===== config.mk =====
export PLATFORM = sky130hd
export DESIGN_NAME = flags_update
export DESIGN_NICKNAME = d
export VERILOG_FILES = /design/src/rtl/flags_update.sv
export SDC_FILE = /design/constraint.sdc
export NUM_CORES = 1
export LEC_CHECK = 0
export ABC_AREA = 0
export BUFFER_PORTS_ARGS = -buffer_cell sky130_fd_sc_hd__buf_2
export CORE_UTILIZATION = 37
export CTS_BUF_LIST = sky130_fd_sc_hd__clkbuf_4 sky130_fd_sc_hd__clkbuf_8
export CTS_CLUSTER_SIZE = 8
export DETAILED_ROUTE_END_ITERATION = 10
export PLACE_DENSITY = 0.79
export SLEW_MARGIN = 40
export SYNTH_ARGS = -nofsm -noshare
export SYNTH_HDL_FRONTEND = slang
export SYNTH_SLANG_ARGS = --single-unit

===== constraint.sdc =====
create_clock -name clock -period 1.3 [get_ports clock]
set_input_delay 0 -clock clock [delete_from_list [all_inputs] [get_ports clock]]
set_output_delay 0 -clock clock [all_outputs]
set_load 0.03 [all_outputs]

===== src/rtl/flags_update.sv =====
// flags_update: next-EFLAGS computation for the flags register.
//
// Accepts one flag-affecting operation per handshake and, in the following
// cycle (the "pending" cycle), presents the new EFLAGS image with a write
// strobe. Also tracks the STI interrupt shadow and raises CLI/STI privilege
// faults.
//
// Ports
//   clock            rising-edge clock
//   reset            asynchronous, active-low reset
//   op_valid/ready   operation handshake (ready = !pending, state only)
//   op_code[3:0]     0 ARITH 1 LOGIC 2 INCDEC 3 CLC 4 STC 5 CMC 6 CLD 7 STD
//                    8 CLI 9 STI 10 POPF 11 IRET, 12-15 reserved
//   op_size[1:0]     0 = 8-bit, 1 = 16-bit, 2/3 = 32-bit
//   alu_result/alu_carry/alu_overflow/alu_aux   ALU outputs
//   pop_data[31:0]   popped image for POPF/IRET
//   cpl[1:0]         current privilege level
//   current_eflags   EFLAGS register output
//   instr_retire     one-cycle pulse per retired instruction
//   write_enable     write strobe (pending cycle only)
//   write_data       new EFLAGS image (holds when no write)
//   interrupt_shadow maskable interrupts blocked while high
//   gp_fault         one-cycle pulse in the pending cycle on a privilege fault
//
// Build option
//   FLAGS_UPDATE_IRET_EN  when defined, IRET is a POPF that at cpl 0 also
//                         loads RF and VM; otherwise IRET is a reserved op.
module flags_update (
   input  logic        clock,
   input  logic        reset,
   input  logic        op_valid,
   output logic        op_ready,
   input  logic [3:0]  op_code,
   input  logic [1:0]  op_size,
   input  logic [31:0] alu_result,
   input  logic        alu_carry,
   input  logic        alu_overflow,
   input  logic        alu_aux,
   input  logic [31:0] pop_data,
   input  logic [1:0]  cpl,
   input  logic [31:0] current_eflags,
   input  logic        instr_retire,
   output logic        write_enable,
   output logic [31:0] write_data,
   output logic        interrupt_shadow,
   output logic        gp_fault
);

   localparam logic [3:0] OP_ARITH  = 4'd0;
   localparam logic [3:0] OP_LOGIC  = 4'd1;
   localparam logic [3:0] OP_INCDEC = 4'd2;
   localparam logic [3:0] OP_CLC    = 4'd3;
   localparam logic [3:0] OP_STC    = 4'd4;
   localparam logic [3:0] OP_CMC    = 4'd5;
   localparam logic [3:0] OP_CLD    = 4'd6;
   localparam logic [3:0] OP_STD    = 4'd7;
   localparam logic [3:0] OP_CLI    = 4'd8;
   localparam logic [3:0] OP_STI    = 4'd9;
   localparam logic [3:0] OP_POPF   = 4'd10;
   localparam logic [3:0] OP_IRET   = 4'd11;

   // CF PF AF ZF SF TF DF OF NT: always taken from the popped image
   localparam logic [31:0] POP_ARITH_MASK = 32'h0000_4DD5;
   localparam logic [31:0] IOPL_MASK      = 32'h0000_3000;
   localparam logic [31:0] IF_MASK        = 32'h0000_0200;
   localparam logic [31:0] RF_VM_MASK     = 32'h0003_0000;

   // Even parity of the low result byte (PF semantics).
   function automatic logic parity_even(input logic [7:0] b);
      return ~(^b);
   endfunction

   // Fixed-bit normalisation: bit1 = 1, bits 3, 5, 15, 31:18 = 0.
   function automatic logic [31:0] normalise(input logic [31:0] e);
      logic [31:0] r;
      r        = e;
      r[1]     = 1'b1;
      r[3]     = 1'b0;
      r[5]     = 1'b0;
      r[15]    = 1'b0;
      r[31:18] = '0;
      return r;
   endfunction

   logic        pending_q, we_q, gp_q, shadow_q;
   logic [31:0] wdata_q;
   logic        shadow_d, we_d, gp_d, accept, priv_ok, res_zero, res_sign;
   logic [31:0] n_d, pop_mask;

   assign op_ready         = !pending_q;
   assign accept           = op_valid && !pending_q;
   assign write_enable     = we_q;
   assign write_data       = wdata_q;
   assign gp_fault         = gp_q;
   assign interrupt_shadow = shadow_q;

   assign priv_ok = (cpl <= current_eflags[13:12]);

   always_comb begin
      res_zero = 1'b0;
      res_sign = 1'b0;
      case (op_size)
         2'd0: begin
            res_zero = (alu_result[7:0] == 8'h00);
            res_sign = alu_result[7];
         end
         2'd1: begin
            res_zero = (alu_result[15:0] == 16'h0000);
            res_sign = alu_result[15];
         end
         default: begin
            res_zero = (alu_result == 32'h0000_0000);
            res_sign = alu_result[31];
         end
      endcase
   end

   // Stage 0 -> 1 boundary: next image computed from the accept-cycle EFLAGS
   always_comb begin
      n_d      = normalise(current_eflags);
      we_d     = 1'b0;
      gp_d     = 1'b0;
      pop_mask = POP_ARITH_MASK;
      case (op_code)
         OP_ARITH, OP_LOGIC, OP_INCDEC: begin
            we_d  = 1'b1;
            n_d[2] = parity_even(alu_result[7:0]);
            n_d[6] = res_zero;
            n_d[7] = res_sign;
            if (op_code == OP_LOGIC) begin
               n_d[0]  = 1'b0;
               n_d[4]  = 1'b0;
               n_d[11] = 1'b0;
            end else begin
               n_d[4]  = alu_aux;
               n_d[11] = alu_overflow;
               if (op_code == OP_ARITH) n_d[0] = alu_carry;
            end
         end
         OP_CLC: begin we_d = 1'b1; n_d[0]  = 1'b0; end
         OP_STC: begin we_d = 1'b1; n_d[0]  = 1'b1; end
         OP_CMC: begin we_d = 1'b1; n_d[0]  = ~current_eflags[0]; end
         OP_CLD: begin we_d = 1'b1; n_d[10] = 1'b0; end
         OP_STD: begin we_d = 1'b1; n_d[10] = 1'b1; end
         OP_CLI, OP_STI: begin
            we_d  = priv_ok;
            gp_d  = !priv_ok;
            n_d[9] = (op_code == OP_STI);
         end
`ifdef FLAGS_UPDATE_IRET_EN
         OP_POPF, OP_IRET: begin
`else
         OP_POPF: begin
`endif
            we_d = 1'b1;
            if (cpl == 2'd0) pop_mask = pop_mask | IOPL_MASK;
            if (priv_ok)     pop_mask = pop_mask | IF_MASK;
            n_d = (n_d & ~pop_mask) | (pop_data & pop_mask);
            n_d[16] = 1'b0;
            // Narrow pops leave the whole upper half of EFLAGS alone.
            if (op_size[1] == 1'b0) n_d[31:16] = current_eflags[31:16];
`ifdef FLAGS_UPDATE_IRET_EN
            if (op_code == OP_IRET && cpl == 2'd0)
               n_d = (n_d & ~RF_VM_MASK) | (pop_data & RF_VM_MASK);
`endif
         end
         default: begin
            we_d = 1'b0;
            gp_d = 1'b0;
         end
      endcase
   end

   // Shadow: retire clears first, then an accepted STI/CLI overrides it.
   always_comb begin
      shadow_d = shadow_q;
      if (shadow_q && instr_retire) shadow_d = 1'b0;
      if (accept && priv_ok && op_code == OP_STI && !current_eflags[9])
         shadow_d = 1'b1;
      if (accept && priv_ok && op_code == OP_CLI)
         shadow_d = 1'b0;
   end

   // Stage 1: one-entry output register (the pending cycle)
   always_ff @(posedge clock or negedge reset) begin
      if (!reset) begin
         pending_q <= 1'b0;
         we_q      <= 1'b0;
         gp_q      <= 1'b0;
         shadow_q  <= 1'b0;
         wdata_q   <= 32'h0000_0000;
      end else begin
         pending_q <= accept;
         we_q      <= accept && we_d;
         gp_q      <= accept && gp_d;
         shadow_q  <= shadow_d;
         if (accept && we_d) wdata_q <= n_d;
      end
   end

endmodule


==> run summary, run 1 <==
TritonCTS buffer count: 5
initial antenna violation count: 0
Die Span Y: 73.10 um
Core ar.: 4786 sq um
CP Cell Sequence: nor2b_4 -> o221ai_4 -> buf_6 -> nor2b_4 -> a31oi_1
Synth Flop Type: dfrtp_1
Die X: 73.10 um
fraction of layout cells with a size suffix above 1: 0.4380
final WL: 5.678 mm
Cell variety after synth: 40
Max FO, Critical Path: 8
Post-Synthesis Cells: 214
Hold WS: 0.005561 ns
Hold WC Path Type: primary input to flop
Initial Util: 0.3908
first drt pass iteration count: 4
critical path launch point type: flop
Peak Freq: 789.1 MHz
P_leak: 1.560 nW
commonest non-fill, non-tap cells in the layout: buf_2, nand2_1, dfrtp_1
Post-synth EDFFs: 0
commonest non-fill, non-tap cell in the layout: buf_2
FFs w/ async S/R, synth: 1.000
total power: 2.914 mW
register area share after synthesis: 0.4415
sequential cell area: 825.8 sq um
TritonCTS clock tree: built
power density over the cells: 992.2 nW/um^2
Post-Syn Area: 1871 sq um
# fillers: 426
GR Overflow Total: 0
crit path capture type: flop
Root Driver: clkbuf_8
insertion delay to the later sink of the worst-skew pair: 0.28 ns
1st-iter DRT viols: 76
GRT Total Usage: 0.2255
Placer Congestion: 0.7898
# DRC: 0
Setup Crit Path Kind: flop to flop
crit-path max cell delay: 0.41 ns
clock skew: 0.009853 ns
MaxCap Viol Count: 0
vias per inst: 4.749
minimum clock period: 1.267 ns
largest net degree at the start of global routing: 34
Critical Path AT: 1.46 ns
Req. time, crit path: 1.49 ns
crit-path most repeated cell: nor2b_4
FF+latch count, synth: 33
CTS H-tree lvls: 2
DPL Wire Length: 4.178 mm
R2R Setup Slk: 0.03 ns
# IOs: 147
Critical Path Slowest Stage Cell: dfrtp_1
number of placement rows: 25
routed wire length per instance: 13.20 um
Yosys warning total: 0
clk sinks: 33
n_diodes: 0
Final #Nets: 480
port buffer count: 119
setup violators final: 0
fin. max-slew vios: 0
Area growth syn-to-layout: 56.99%
area of the multi-input gates: 948.4 sq um
worst-case vdd ir drop: 0.0004501 V
final hold violations: 0
Worst-path clk slew: 0.07 ns
first-pass GRT wire length: 9.273 mm
antenna-violating nets left: 0
synthesized area per cell: 8.741 sq um
Clock Path Buffers: 2
Final period util: 0.9749
status: finished clean
number of global-route vias before repair: 2063
Via Count: 2042
RSZ-0062 raised after global routing: true
die area: 5344 sq um
## Yosys cell counts, types with 2 or more instances
library cell,instances,area (sq um)
o21ai_1,26,130.1
nor4_1,6,37.54
mux2_1,2,22.52
nand3_1,3,15.01
dfrtp_1,33,825.8
a32o_1,2,20.02
o21ai_0,5,25.02
nor2b_1,5,31.28
mux2i_1,5,50.05
xor2_1,2,17.52
buf_4,10,75.07
inv_2,2,7.510
a22oi_1,5,37.54
nor2_2,2,12.51
ha_1,6,75.07
nand2b_1,3,18.77
a22o_1,2,17.52
nand2_1,49,183.9
nand4_1,2,12.51
a21oi_1,4,20.02
buf_2,4,20.02
nor2_1,3,11.26
inv_1,16,60.06
## timing repair
action                                  in CTS  in global routing
gates cloned                                 0                  1
gates resized for setup                      3                  4
buffers inserted                             0                  2
hold buffers                                19                  0
endpoints found under the setup margin      27                 21
hold endpoints to repair                    51                  0
## path summary, 6_finish.rpt
| kind | start | endpoint | cells past startpoint |
|---|---|---|---|
| worst min register to register | write_data[29]$_DFFE_PN0P_ | write_data[29]$_DFFE_PN0P_ | 2 |
| worst min-delay path | current_eflags[8] | write_data[8]$_DFFE_PN0P_ | 3 |
| worst max-delay path | pending_q$_DFF_PN0_ | write_data[6]$_DFFE_PN0P_ | 5 |
| worst max register to register | pending_q$_DFF_PN0_ | write_data[6]$_DFFE_PN0P_ | 5 |
| max in group asynchronous | reset | write_data[16]$_DFFE_PN0P_ | 2 |
| min in group asynchronous | reset | write_data[13]$_DFFE_PN0P_ | 2 |
## cells by family (layout without fill, tap and decap cells)
logic type | Yosys count | count (layout) | share of synthesized area
AO/OA/AOI/OAI | 53 | 53 | 0.1746
XOR/XNOR | 3 | 3 | 0.01405
adder cells (fa/ha/maj) | 7 | 7 | 0.04548
buffers and inverters | 33 | 180 | 0.08896
flip-flops | 33 | 33 | 0.4415
multiplexers | 7 | 7 | 0.03880
other | 1 | 3 | 0.002005
AND/OR/NAND/NOR | 77 | 77 | 0.1946
## sequential cells by signal (all words and copies together), names as in the netlist
name	cells
write_data	29
interrupt_shadow	1
pending_q	1
gp_fault	1
write_enable	1
## power breakdown
part           leakage [nW]  switching (mW)  internal [mW]
clock                0.0477           0.348          0.441
combinational          1.08           0.549          0.386
sequential            0.429          0.0590           1.13
## routing by layer
layer,track usage,part of all wire
met2,0.3971,0.52
met4,0.06100,0.0077
met5,0,0
met1,0.2726,0.41
met3,0.05525,0.066
## worst max-delay path: cells and delay by family, from the launching register on
kind,cells,cell delay (ns)
flip-flops,1,0.41
buffers and inverters,1,0.18
AO/OA/AOI/OAI,2,0.32
AND/OR/NAND/NOR,2,0.26
## per-stage QoR
step | setup TNS [ns] | area (sq um) | utilization | setup WS (ns) | std cells
after floorplan | 0 | 1912 | - | 0.03771 | 216
after global placement | -2.788 | 2605 | 0.5443 | -0.1381 | 401
after detailed placement | -4.075 | 2605 | 0.5443 | -0.2161 | 401
after CTS | -0.002111 | 2897 | 0.6052 | -0.002111 | 427
after global routing | -0.3141 | 2937 | 0.6136 | -0.04871 | 430
final | 0 | 2937 | 0.6136 | 0.03267 | 430
## cell type report
type                    instances  share of cell area
repair buffers                155              0.3136
inverters                      18             0.02301
flip-flops and latches         33              0.2812
well taps                      67             0.02855
multi-input cells             150              0.3230
clock buffers                   7             0.03068
Note: power is estimated with default switching activity, not from simulation.
==> run 2: changes to the inputs <==
--- a/config.mk
+++ b/config.mk
@@ -11,7 +11,8 @@
 export CTS_BUF_LIST = sky130_fd_sc_hd__clkbuf_4 sky130_fd_sc_hd__clkbuf_8
 export CTS_CLUSTER_SIZE = 8
 export DETAILED_ROUTE_END_ITERATION = 10
-export PLACE_DENSITY = 0.79
+export GPL_ROUTABILITY_DRIVEN = 0
+export PLACE_DENSITY_LB_ADDON = 0.3
 export SLEW_MARGIN = 40
 export SYNTH_ARGS = -nofsm -noshare
 export SYNTH_HDL_FRONTEND = slang
==> run 2 against run 1 <==
- the flow now finishes with violations (negative setup slack)
- sequential power is essentially flat
- via count grew 2.3%
- non-clock buffer count grew 8
- final cell count grew 2.3%
- first-iteration DRC count shrank 3.9%
- die area is the same
- clock power shrank 3.2%
- routed wire length shrank 2.7%
- combinational power grew 6.8%
- total power grew 1.5%
- setup slack lost 0.045 ns
- largest cell class is now buffers
==> run summary, run 2 (synthesized netlist as in run 1, its figures left out) <==
status: finished, violations left
failing checks: negative setup slack
Setup WS post-layout: -0.01196 ns
Hold WC Path Type: primary input to flop
port buffer count: 119
TritonCTS buffer count: 5
CTS H-tree lvls: 2
Root Driver: clkbuf_8
Internal Power: 1.949 mW
Req. time, crit path: 1.47 ns
Top Usage Layer GRT: met2
fin. max-slew vios: 0
commonest non-fill, non-tap cell in the layout: buf_2
clock skew: 0.006622 ns
# fillers: 431
dpl cells: 401
1st-iter DRT viols: 73
critical path launch point type: flop
end-of-flow core utilization: 0.6489
Area growth syn-to-layout: 66.02%
# DRC: 0
antenna-violating nets left: 0
number of global-route vias before repair: 1911
n_diodes: 0
Hold Path Depth: 3
Worst-path clk slew: 0.07 ns
largest net degree at the start of global routing: 34
DPL Wire Length: 3.931 mm
Flop pwr share: 0.404
Die Span Y: 73.10 um
GR Overflow Total: 0
P_sw: 1.007 mW
Critical Path AT: 1.48 ns
Die X: 73.10 um
Via Count: 2089
first-pass GRT wire length: 8.376 mm
final hold violations: 0
Clock Path Buffers: 2
TritonCTS clock tree: built
number of placement rows: 25
Final #Nets: 489
hold path startpoint: current_eflags[11]
worst setup slack after placement: -0.1753 ns
Peak Freq: 762.2 MHz
Comb pwr share: 0.338
minimum clock period: 1.312 ns
max reg flops: 29
hold worst-path end: write_data[11]$_DFFE_PN0P_
setup violators final: 4
placed inst area: 2605 sq um
P_leak: 1.616 nW
Sw Ratio: 0.3407
worst r2r src: pending_q$_DFF_PN0_
final cell count without fillers: 440
FF-to-FF End: write_data[17]$_DFFE_PN0P_
worst-case vdd ir drop: 0.0003631 V
insertion delay to the later sink of the worst-skew pair: 0.28 ns
die area: 5344 sq um
Initial Util: 0.3908
met3 GRT Util: 0.04558
initial antenna violation count: 0
area of the multi-input gates: 1001 sq um
sequential cell area: 825.8 sq um
RSZ-0062 raised after global routing: true
Core ar.: 4786 sq um
Clock power frac: 0.258
R2R depth: 4
first drt pass iteration count: 4
crit path capture type: flop
power density over the cells: 952.2 nW/um^2
vias per inst: 4.748
Setup Crit Path Kind: flop to flop
MaxCap Viol Count: 0
Hold WS: 0.01548 ns
GR Layer Usage met2: 0.3591
post-route cell area: 3105 sq um
commonest non-fill, non-tap cells in the layout: buf_2, nand2_1, dfrtp_1
routed wire length per instance: 12.56 um
final WL: 5.525 mm
Max FO, Critical Path: 4
# IOs: 147
met1 usage: 0.2493
R2R Setup Slk: -0.01 ns
clk sinks: 33
GRT Total Usage: 0.2085
fraction of layout cells with a size suffix above 1: 0.4745
Final period util: 1.009
[run 2: cell types whose count changed in the layout (fill, tap and decap cells not counted), moves of 3 or more]
cell,before,now
nand2_1,49,36
buf_4,15,12
o21ai_2,1,6
nand2_2,0,12
dlygate4sd3_1,19,27
o21ai_1,26,21
[run 2: worst max-delay path: stages (launching register included)]
cell and delay (ns):
dfrtp_1 0.39, nor2b_2 0.15, buf_6 0.14, o221ai_2 0.17
mux2_4 0.34
[run 2: cell type report]
| type | instances | area share |
|---|---|---|
| clock buffer | 6 | 0.02458 |
| clock inverter | 2 | 0.003223 |
| inverter | 18 | 0.02176 |
| multi-input combinational | 151 | 0.3223 |
| sequential | 33 | 0.2659 |
| tap | 67 | 0.02699 |
| timing repair buffer | 163 | 0.3352 |
[run 2: how the worst max path moves through the flow]
stage,depth (start not counted),start,slack [ns],end
5_1_grt,5,pending_q$_DFF_PN0_,-0.07,write_data[26]$_DFFE_PN0P_
3_5_place_dp,9,current_eflags[13],-0.18,write_data[12]$_DFFE_PN0P_
6_report,4,pending_q$_DFF_PN0_,-0.01,write_data[17]$_DFFE_PN0P_
3_3_place_gp,8,current_eflags[13],-0.10,write_data[9]$_DFFE_PN0P_
4_1_cts,6,pending_q$_DFF_PN0_,-0.008,write_data[21]$_DFFE_PN0P_
2_1_floorplan,4,pending_q$_DFF_PN0_,0.04,write_data[17]$_DFFE_PN0P_
[run 2: per-stage QoR]
step           total power [mW]  setup TNS, ns
2_1_floorplan             1.724              0
3_3_place_gp              2.054         -1.750
3_5_place_dp              2.075         -3.022
4_1_cts                   2.911       -0.01977
5_1_grt                   3.110         -1.209
6_report                  2.957       -0.03307
[run 2: per-layer routing]
metal | wire, um | vias up
li1 | - | 1047
met5 | 0 | -
met3 | 367 | 4
met1 | 2413 | 950
met4 | 65 | 0
met2 | 2678 | 88
[run 2: power groups by stage]
stage	registers [mW]	clock network, mW	logic [mW]
after detailed placement	1.21	0	0.869
after global placement	1.20	0	0.851
after CTS	1.19	0.790	0.935
final	1.19	0.763	0.999
after floorplan	1.41	0	0.315
after global routing	1.21	0.820	1.09
[run 2: timing repair]
action	in CTS	in global routing
pin swaps	0	8
hold buffers	27	0
cloned	0	3
buffers inserted	0	1
gates resized for setup	1	28
hold endpoints to repair	56	0
endpoints found under the setup margin	12	28
==> run 3: changes to the inputs <==
==> constraint.sdc (replaced) <==
create_clock -name clock -period 1.2 [get_ports clock]
set_input_delay 0 -clock clock [delete_from_list [all_inputs] [get_ports clock]]
set_output_delay 0 -clock clock [all_outputs]
set_load 0.03 [all_outputs]
==> run 3 against run 2 <==
- the run still ends with negative setup slack left
- hold slack worse by 0.015 ns
- register-to-register slack worse by 0.04 ns
- critical path depth up 1
- total power up 24%
- clock power up 64%
- clock skew down 0.00096 ns
- setup slack worse by 0.038 ns
- critical path type unchanged
- critical endpoint is now write_data[22]$_DFFE_PN0P_
- largest cell class unchanged
==> run summary, run 3 (synthesized netlist as in run 1, its figures left out) <==
end-of-flow core utilization: 0.6769
minimum clock period: 1.250 ns
power density over the cells: 1128 nW/um^2
Setup Crit Path Kind: flop to flop
first-pass GRT wire length: 8.349 mm
max reg flops: 29
Critical Path AT: 1.45 ns
commonest non-fill, non-tap cell in the layout: buf_2
Initial Util: 0.3908
P_leak: 1.696 nW
worst-case vdd ir drop: 0.0006041 V
n_diodes: 0
Flop pwr share: 0.354
max_slew headroom: 0.6282
fin. max-slew vios: 0
TritonCTS buffer count: 5
final WL: 5.816 mm
GR Overflow Total: 0
Peak Freq: 800.0 MHz
clk sinks: 33
MaxCap Viol Count: 0
first drt pass iteration count: 4
commonest non-fill, non-tap cells in the layout: buf_2, nand2_1, dfrtp_1
CTS H-tree lvls: 2
1st-iter DRT viols: 94
Total Neg Setup Slack: -0.4565 ns
Hold WC Path Type: primary input to flop
final hold violations: 0
status: finished, violations left
Die X: 73.10 um
DPL Wire Length: 4.008 mm
insertion delay to the later sink of the worst-skew pair: 0.28 ns
Clock power frac: 0.342
# fillers: 395
Die Span Y: 73.10 um
Clock Path Buffers: 2
largest net degree at the start of global routing: 28
antenna-violating nets left: 0
Area growth syn-to-layout: 73.18%
routed wire length per instance: 13.10 um
failing checks: negative setup slack
TritonCTS clock tree: built
Final #Nets: 493
Root Driver: clkbuf_8
Internal Power: 2.535 mW
die area: 5344 sq um
Sw Ratio: 0.3062
fraction of layout cells with a size suffix above 1: 0.5013
Hold WS: 0.0008486 ns
total power: 3.654 mW
critical path launch point type: flop
clock skew: 0.005661 ns
vias per inst: 4.743
number of placement rows: 25
number of global-route vias before repair: 1932
GRT Total Usage: 0.2048
initial antenna violation count: 0
Comb pwr share: 0.303
RSZ-0062 raised after global routing: true
Worst-path clk slew: 0.08 ns
port buffer count: 119
P_sw: 1.119 mW
Req. time, crit path: 1.40 ns
crit path capture type: flop
Setup WS post-layout: -0.04994 ns
# IOs: 147
worst setup slack after placement: -0.3256 ns
Core ar.: 4786 sq um
Via Count: 2106
# DRC: 0
Final period util: 1.042
setup violators final: 19
Max FO, Critical Path: 8
Tightest Pin Transition: 0.5577 ns
==> run 3: cell count changes in the layout (fill, tap and decap cells not counted), sizes merged <==
cell / before / now
clkinv: 2 / 1
bufinv: 0 / 2
buf: 135 / 145
dlygate4sd3: 27 / 21
o221ai: 2 / 1
==> run 3: what timing repair did <==
action,CTS,global route
gates resized for setup,1,25
cloned,0,3
endpoints found under the hold margin,41,0
hold buffers,21,0
pin swaps,1,7
buffers inserted,3,0
endpoints found under the setup margin,21,30
==> run 3: per-layer routing <==
layer | vias to the layer above | routed length [um] | GRT usage
met4 | 0 | 98 | 0.06318
li1 | 1050 | - | -
met5 | - | 0 | 0
met1 | 958 | 2456 | 0.2428
met2 | 86 | 2918 | 0.3570
met3 | 12 | 342 | 0.05801
==> run 3: final timing paths <==
check,start,end,cells after the start,slack (ns)
max,pending_q$_DFF_PN0_,write_data[22]$_DFFE_PN0P_,5,-0.05
min,pop_data[13],write_data[13]$_DFFE_PN0P_,3,0.0008
max reg2reg,pending_q$_DFF_PN0_,write_data[22]$_DFFE_PN0P_,5,-0.05
min reg2reg,write_data[1]$_DFFE_PN0P_,write_data[1]$_DFFE_PN0P_,1,0.48
max in group asynchronous,reset,write_data[25]$_DFFE_PN0P_,3,0.45
min in group asynchronous,reset,write_data[22]$_DFFE_PN0P_,2,0.25
==> run 3: cell type report <==
cell class	count	area (sq um)	area share
inverters	18	80.08	0.02472
repair buffers	168	1100	0.3395
multi-input cells	150	1016	0.3136
well taps	67	83.83	0.02588
clock buffers	5	68.82	0.02124
flip-flops and latches	33	825.8	0.2549
clock inverters	3	65.06	0.02008
==> run 3: metrics by stage <==
step	cell area [sq um]	cells
finish	3239	444
global route	3239	444
CTS	3089	441
detailed placement	2718	409
global placement	2718	409
floorplan	1927	216
==> run 3: power groups by stage <==
stage / logic [mW] / registers (mW) / clock network, mW
floorplan: 0.344 / 1.53 / 0
CTS: 1.05 / 1.29 / 1.27
finish: 1.11 / 1.30 / 1.25
global route: 1.20 / 1.31 / 1.30
global placement: 0.966 / 1.30 / 0
detailed placement: 0.977 / 1.31 / 0
==> run 3: worst max-delay path, stage by stage (launching register included) <==
cell,delay (ns)
dfrtp_1,0.41
nor2b_4,0.15
o221ai_4,0.12
buf_12,0.17
clkbuf_16,0.16
o21ai_2,0.16
